File: config.mk
export PLATFORM = sky130hd
export DESIGN_NAME = fifo_wr_arbiter
export DESIGN_NICKNAME = d
export VERILOG_FILES = /design/src/rtl/fifo_arb_pkg.sv /design/src/rtl/fifo_rr_picker.sv /design/src/rtl/fifo_wr_arbiter.sv
export SDC_FILE = /design/constraint.sdc
export NUM_CORES = 1
export LEC_CHECK = 0
export ABC_AREA = 1
export CAP_MARGIN = 25
export CELL_PAD_IN_SITES_DETAIL_PLACEMENT = 2
export CELL_PAD_IN_SITES_GLOBAL_PLACEMENT = 2
export CORE_MARGIN = 8
export CORE_UTILIZATION = 17
export CTS_CLUSTER_DIAMETER = 200
export CTS_CLUSTER_SIZE = 40
export DETAILED_ROUTE_END_ITERATION = 7
export GPL_TIMING_DRIVEN = 1
export PLACE_DENSITY_LB_ADDON = 0.1
export SYNTH_ARGS = -nofsm -noshare
export SYNTH_HDL_FRONTEND = slang
export SYNTH_SLANG_ARGS = --single-unit
File: constraint.sdc
create_clock -name wclk -period 2.05 [get_ports wclk]
set_input_delay 0.615 -clock wclk [delete_from_list [all_inputs] [get_ports wclk]]
set_output_delay 0.615 -clock wclk [all_outputs]
set_load 0.005 [all_outputs]
File: src/rtl/fifo_arb_pkg.sv
// -----------------------------------------------------------------------------
// fifo_arb_pkg
//   Shared types and helpers for the FIFO write-side arbiter.
//   - arb_state_e : arbiter state (idle / grant held)
//   - idx_w()     : index width for N items, never narrower than 1 bit
//   `DATA supplies the default FIFO data width when the build does not set it.
// -----------------------------------------------------------------------------
`ifndef DATA
`define DATA 8
`endif

package fifo_arb_pkg;

   typedef enum logic {
      ARB_IDLE = 1'b0,
      ARB_BUSY = 1'b1
   } arb_state_e;

   function automatic int idx_w(input int n);
      return (n <= 2) ? 1 : $clog2(n);
   endfunction

endpackage

File: src/rtl/fifo_rr_picker.sv
// -----------------------------------------------------------------------------
// fifo_rr_picker
//   Combinational round-robin pick: returns the first asserted request at or
//   after rr_ptr, wrapping modulo NUM_SRC.
//   Ports:
//     req    in  NUM_SRC  request vector
//     rr_ptr in  IW       starting index (always < NUM_SRC)
//     found  out 1        at least one request asserted
//     idx    out IW       picked requester index
// -----------------------------------------------------------------------------
module fifo_rr_picker
   import fifo_arb_pkg::*;
#(
   parameter int NUM_SRC = 4
) (
   input  logic [NUM_SRC-1:0]          req,
   input  logic [idx_w(NUM_SRC)-1:0]   rr_ptr,
   output logic                        found,
   output logic [idx_w(NUM_SRC)-1:0]   idx
);

   localparam int IW = idx_w(NUM_SRC);

   logic [NUM_SRC-1:0] rot;
   logic [IW-1:0]      off;
   logic [IW:0]        sum;

   always_comb begin
      // Rotating the doubled vector puts rr_ptr at bit 0, so a plain
      // lowest-set-bit encode yields the offset from the pointer.
      rot   = NUM_SRC'({req, req} >> rr_ptr);
      found = |rot;
      off   = '0;
      for (int i = NUM_SRC - 1; i >= 0; i--) begin
         if (rot[i]) off = IW'(i);
      end
      // Explicit wrap keeps non-power-of-2 NUM_SRC in range.
      sum = {1'b0, rr_ptr} + {1'b0, off};
      if (sum >= (IW+1)'(NUM_SRC)) sum = sum - (IW+1)'(NUM_SRC);
      idx = IW'(sum);
   end

endmodule

File: src/rtl/fifo_wr_arbiter.sv
// -----------------------------------------------------------------------------
// fifo_wr_arbiter
//   Shares one asynchronous-FIFO write port among NUM_SRC requesters, all in
//   the wclk domain. Round-robin grants with burst locking: a grant is held
//   until src_last, MAX_BURST beats, or the requester drops valid. One idle
//   arbitration cycle separates bursts. No write is issued while wfull=1.
//   Ports:
//     wclk, wrst   clock, synchronous active-high reset
//     src_valid    per-requester valid
//     src_last     per-requester end-of-burst, qualified by valid
//     src_data     packed data, requester i at [i*DATA_W +: DATA_W]
//     src_ready    one-hot (granted requester) or zero
//     wfull        FIFO full flag
//     winc, wdata  FIFO write strobe and data
//     gnt_id       currently granted requester
//     busy         grant held
// -----------------------------------------------------------------------------
module fifo_wr_arbiter
   import fifo_arb_pkg::*;
#(
   parameter int NUM_SRC   = 4,
   parameter int DATA_W    = `DATA,
   parameter int MAX_BURST = 8
) (
   input  logic                        wclk,
   input  logic                        wrst,
   input  logic [NUM_SRC-1:0]          src_valid,
   input  logic [NUM_SRC-1:0]          src_last,
   input  logic [NUM_SRC*DATA_W-1:0]   src_data,
   output logic [NUM_SRC-1:0]          src_ready,
   input  logic                        wfull,
   output logic                        winc,
   output logic [DATA_W-1:0]           wdata,
   output logic [idx_w(NUM_SRC)-1:0]   gnt_id,
   output logic                        busy
);

   localparam int            IW        = idx_w(NUM_SRC);
   localparam int            BW        = idx_w(MAX_BURST);
   localparam logic [IW-1:0] LAST_IDX  = IW'(NUM_SRC - 1);
   localparam logic [BW-1:0] LAST_BEAT = BW'(MAX_BURST - 1);

   arb_state_e     state;
   logic [IW-1:0]  rr_ptr;
   logic [BW-1:0]  beat_cnt;
   logic           pick_found;
   logic [IW-1:0]  pick_idx;
   logic           g_valid;
   logic           g_last;

   fifo_rr_picker #(
      .NUM_SRC (NUM_SRC)
   ) u_picker (
      .req     (src_valid),
      .rr_ptr  (rr_ptr),
      .found   (pick_found),
      .idx     (pick_idx)
   );

   // Granted-requester view: mux of valid/last/data and ready steering.
   // wfull only gates ready/winc here; it never reaches the next-state path
   // except through the beat qualification below.
   always_comb begin
      g_valid   = 1'b0;
      g_last    = 1'b0;
      wdata     = '0;
      src_ready = '0;
      for (int i = 0; i < NUM_SRC; i++) begin
         if (gnt_id == IW'(i)) begin
            g_valid      = src_valid[i];
            g_last       = src_last[i];
            wdata        = src_data[i*DATA_W +: DATA_W];
            src_ready[i] = (state == ARB_BUSY) && !wfull && !wrst;
         end
      end
   end

   assign winc = (state == ARB_BUSY) && g_valid && !wfull && !wrst;
   assign busy = (state == ARB_BUSY);

   // Grant state: arbitrate in IDLE, count beats and decide release in BUSY.
   always_ff @(posedge wclk) begin
      if (wrst) begin
         state    <= ARB_IDLE;
         gnt_id   <= '0;
         rr_ptr   <= '0;
         beat_cnt <= '0;
      end else begin
         case (state)
            ARB_IDLE: begin
               if (pick_found) begin
                  state    <= ARB_BUSY;
                  gnt_id   <= pick_idx;
                  beat_cnt <= '0;
               end
            end
            ARB_BUSY: begin
               // While full nothing moves, and a valid drop is not a release.
               if (!wfull) begin
                  if (g_valid) beat_cnt <= beat_cnt + BW'(1);
                  if (!g_valid || g_last || (beat_cnt == LAST_BEAT)) begin
                     state  <= ARB_IDLE;
                     rr_ptr <= (gnt_id == LAST_IDX) ? '0 : gnt_id + IW'(1);
                  end
               end
            end
            default: state <= ARB_IDLE;
         endcase
      end
   end

endmodule

==> metrics.yaml <==
worst_setup_path:
  start_kind: "flop"
  rr_worst_depth: 13
  crit_path_cell_trace: "inv_4, ha_4, nor2_4, buf_6, nand2_2, nand2_1, nand2_1, nand2_2, nand2_4, nor2_4, buf_2"
  r2r-end: "gnt_id[1]$_SDFFE_PP0P_"
  worst_path_largest_cell_delay_ns: 0.37
  reg2reg_slack_ns: 0.18
  r2r-start: "rr_ptr[0]$_SDFFE_PP0P_"
  critical_path_class: "reg2out"
  worstPathArrival_ns: 1.60
  end_kind: "primary output"
  required_ns: 1.43
  cp_slowest_cell: "dfxtp_4"
  path_max_fanout: 4
detailed_routing:
  wire_per_inst_um: 16.3
  drt-initial-drc-count: 27
  drcViolationCount: 0
  wirelength_um: 5510
  viasPerCell: 4.39
  vias: 1485
  drt_pass1_iterations: 4
  final_antenna_net_count: 0
grt:
  antenna_found_initial: 0
  grt_pass1_vias: 1710
  grt_max_degree: 11
  gr-total-overflow: 0
  track_usage_pct: 12.9
  grt_pass1_wl_um: 8890
sta:
  finalHoldViolCount: 0
  slew_headroom_pct: 79.6
  min_period_ns: 2.21
  finalCritPeriodShare_pct: 108
  rsz0062_at_grt: "true"
  maxSlewViolCount: 0
  worst_pin_slew_ns: 0.306
  final.setup.worst_slack_ns: -0.165
  fin_skew_ns: 0.00276
  setup_viol: 9
  max_freq_mhz: 452
placement:
  numPlacedInstances: 325
  io_buffers: 58
  hpwlAfterDp_um: 4340
  place.gp.congestion: 0.731
outcome:
  violations: "setup timing"
  status: "finished, violations left"
worst_hold_path:
  hold_depth: 1
  whs_endpoint: "beat_cnt[0]$_SDFFE_PP0P_"
  min_path_type: "reg2reg"
  hold_start: "beat_cnt[0]$_SDFFE_PP0P_"
logic_synthesis:
  synth_top_cell_by_area: "nand2_1"
  synth_cell_types: 22
  synthCells: 169
  synth_area_um2: 986
  ys_seq_area_share_pct: 16.2
  synth_top_cells_by_area: "nand2_1 (22%), dfxtp_1 (16%), ha_1 (8.9%)"
  synth_top_area_share_pct: 21.7
  async_reset_ff_share_pct: 0
  avgSynthCellArea_um2: 5.83
  synth_edf_count: 0
  synth_nets: 219
  yosysWarningCount: 0
  synth.most_common_cell: "nand2_1"
  synth-seq-cells: 8
  ys.flop_type: "dfxtp_1"
  ys_top_cells_by_count: "nand2_1 (57), o21ai_0 (16), nor2_1 (15)"
clocking:
  cts_inserted_buffers: 3
  htreeDepth: 1
  clockRootBuffer: "clkbuf_8"
  clock_latency_ns: 0.23
  clk_path_buf_depth: 2
  clock_sinks: 8
  hold_buffers: 0
  clkTransAtPathRegs_ns: 0.05
  cts_tree: "yes"
run:
  max_cap_violations: 0
power_and_ir_drop:
  finalPower_uw: 1880
  p_leak_uw: 0.00100
  cellPowerDensity_mw_per_mm2: 882
  ir_worst_vdd_v: 0.000263
die:
  initial_core_util_pct: 17.8
  io_pins: 59
  fp.dieW_um: 92.2
  dieArea_mm2: 0.00849
  num_rows: 27
  placeableCoreArea_mm2: 0.00554
  die_h_um: 92.2
layout:
  nets: 318
  num-fill-cells: 677
  layout-drive-gt1-share_pct: 48.5
  stdcell_count: 338
  final_util_pct: 38.5
  syn2layout_area_growth_pct: 116
  num_antenna_cells: 0
-- registers in the layout, summed over array words and instances (netlist names) --
register	count
beat_cnt	3
gnt_id	2
busy	1
rr_ptr	2
-- power breakdown --
part,switching [uW],internal (uW),total (uW)
clock,68.7,128,197
combinational,750,704,1450
sequential,43.4,189,232
-- cells by family after synthesis --
logic type,synth area share (%)
and+or+nand+nor,45.3
AOI/OAI and AO/OA,19.5
buffers and inverters,9.14
DFF,16.2
adders and majority gates,8.88
xor gates and xnor gates,0.888
-- cell type report --
type	instances	area, um2	area share [%]
Tap cell	72	90.1	4.22
Clock buffer	3	41.3	1.93
Multi-Input combinational cell	141	943	44.2
Timing Repair Buffer	100	835	39.1
Sequential cell	8	168	7.85
Inverter	14	57.6	2.70
-- per-stage QoR --
| stage | setup WS, ns | area (um2) | setup TNS, ns | hold WS (ns) |
|---|---|---|---|---|
| detailed placement | -0.758 | 1860 | -8.77 | 0.496 |
| floorplan | 0.119 | 986 | 0 | 0.447 |
| CTS | -0.209 | 2010 | -1.12 | 0.503 |
| global route | -0.261 | 2130 | -2.00 | 0.505 |
| global placement | -0.701 | 1860 | -7.87 | 0.460 |
| finish | -0.165 | 2130 | -1.11 | 0.497 |
-- cells in the final DEF (no fill, tap or decap), drive strengths merged --
| cell | instances |
|---|---|
| clkinv | 1 |
| clkdlybuf4s50 | 35 |
| a21oi | 15 |
| buf | 55 |
| a21boi | 1 |
| ha | 7 |
| inv | 13 |
| dlygate4sd2 | 5 |
| o21ai | 19 |
| clkbuf | 7 |
| dfxtp | 8 |
| nor2 | 19 |
| nand3 | 13 |
| xor2 | 1 |
| nand2 | 66 |
| clkdlybuf4s15 | 1 |
-- timing repair --
item | CTS | global route
setup buffers | 6 | 4
gates cloned | 0 | 0
resized for setup | 120 | 38
pin swaps | 20 | 23
setup endpoints to repair | 15 | 12
-- metal layers --
metal / routed length (um) / vias to the layer above / track usage (%)
met5: 0 / - / 0
met4: 51 / 0 / 3.09
met3: 198 / 4 / 2.04
met2: 3030 / 33 / 25.7
met1: 2240 / 712 / 13.6
li1: - / 736 / -
-- critical path, delay by kind of cell, from the launching register on --
kind / cells / cell delay, ns
fa+ha+maj: 1 / 0.17
simple gates: 7 / 0.53
buf+inv: 3 / 0.29
flops: 1 / 0.37
-- worst max path at each step --
stage          cells after the start  endpoint                   start
5_1_grt                           11      winc  gnt_id[1]$_SDFFE_PP0P_
3_5_place_dp                       8      winc            src_valid[1]
4_1_cts                           12      winc  gnt_id[0]$_SDFFE_PP0P_
6_report                          11      winc  gnt_id[1]$_SDFFE_PP0P_
2_1_floorplan                      9      winc  gnt_id[1]$_SDFFE_PP0P_
3_3_place_gp                       8      winc            src_valid[2]
Power figures use the tool's default switching activity.
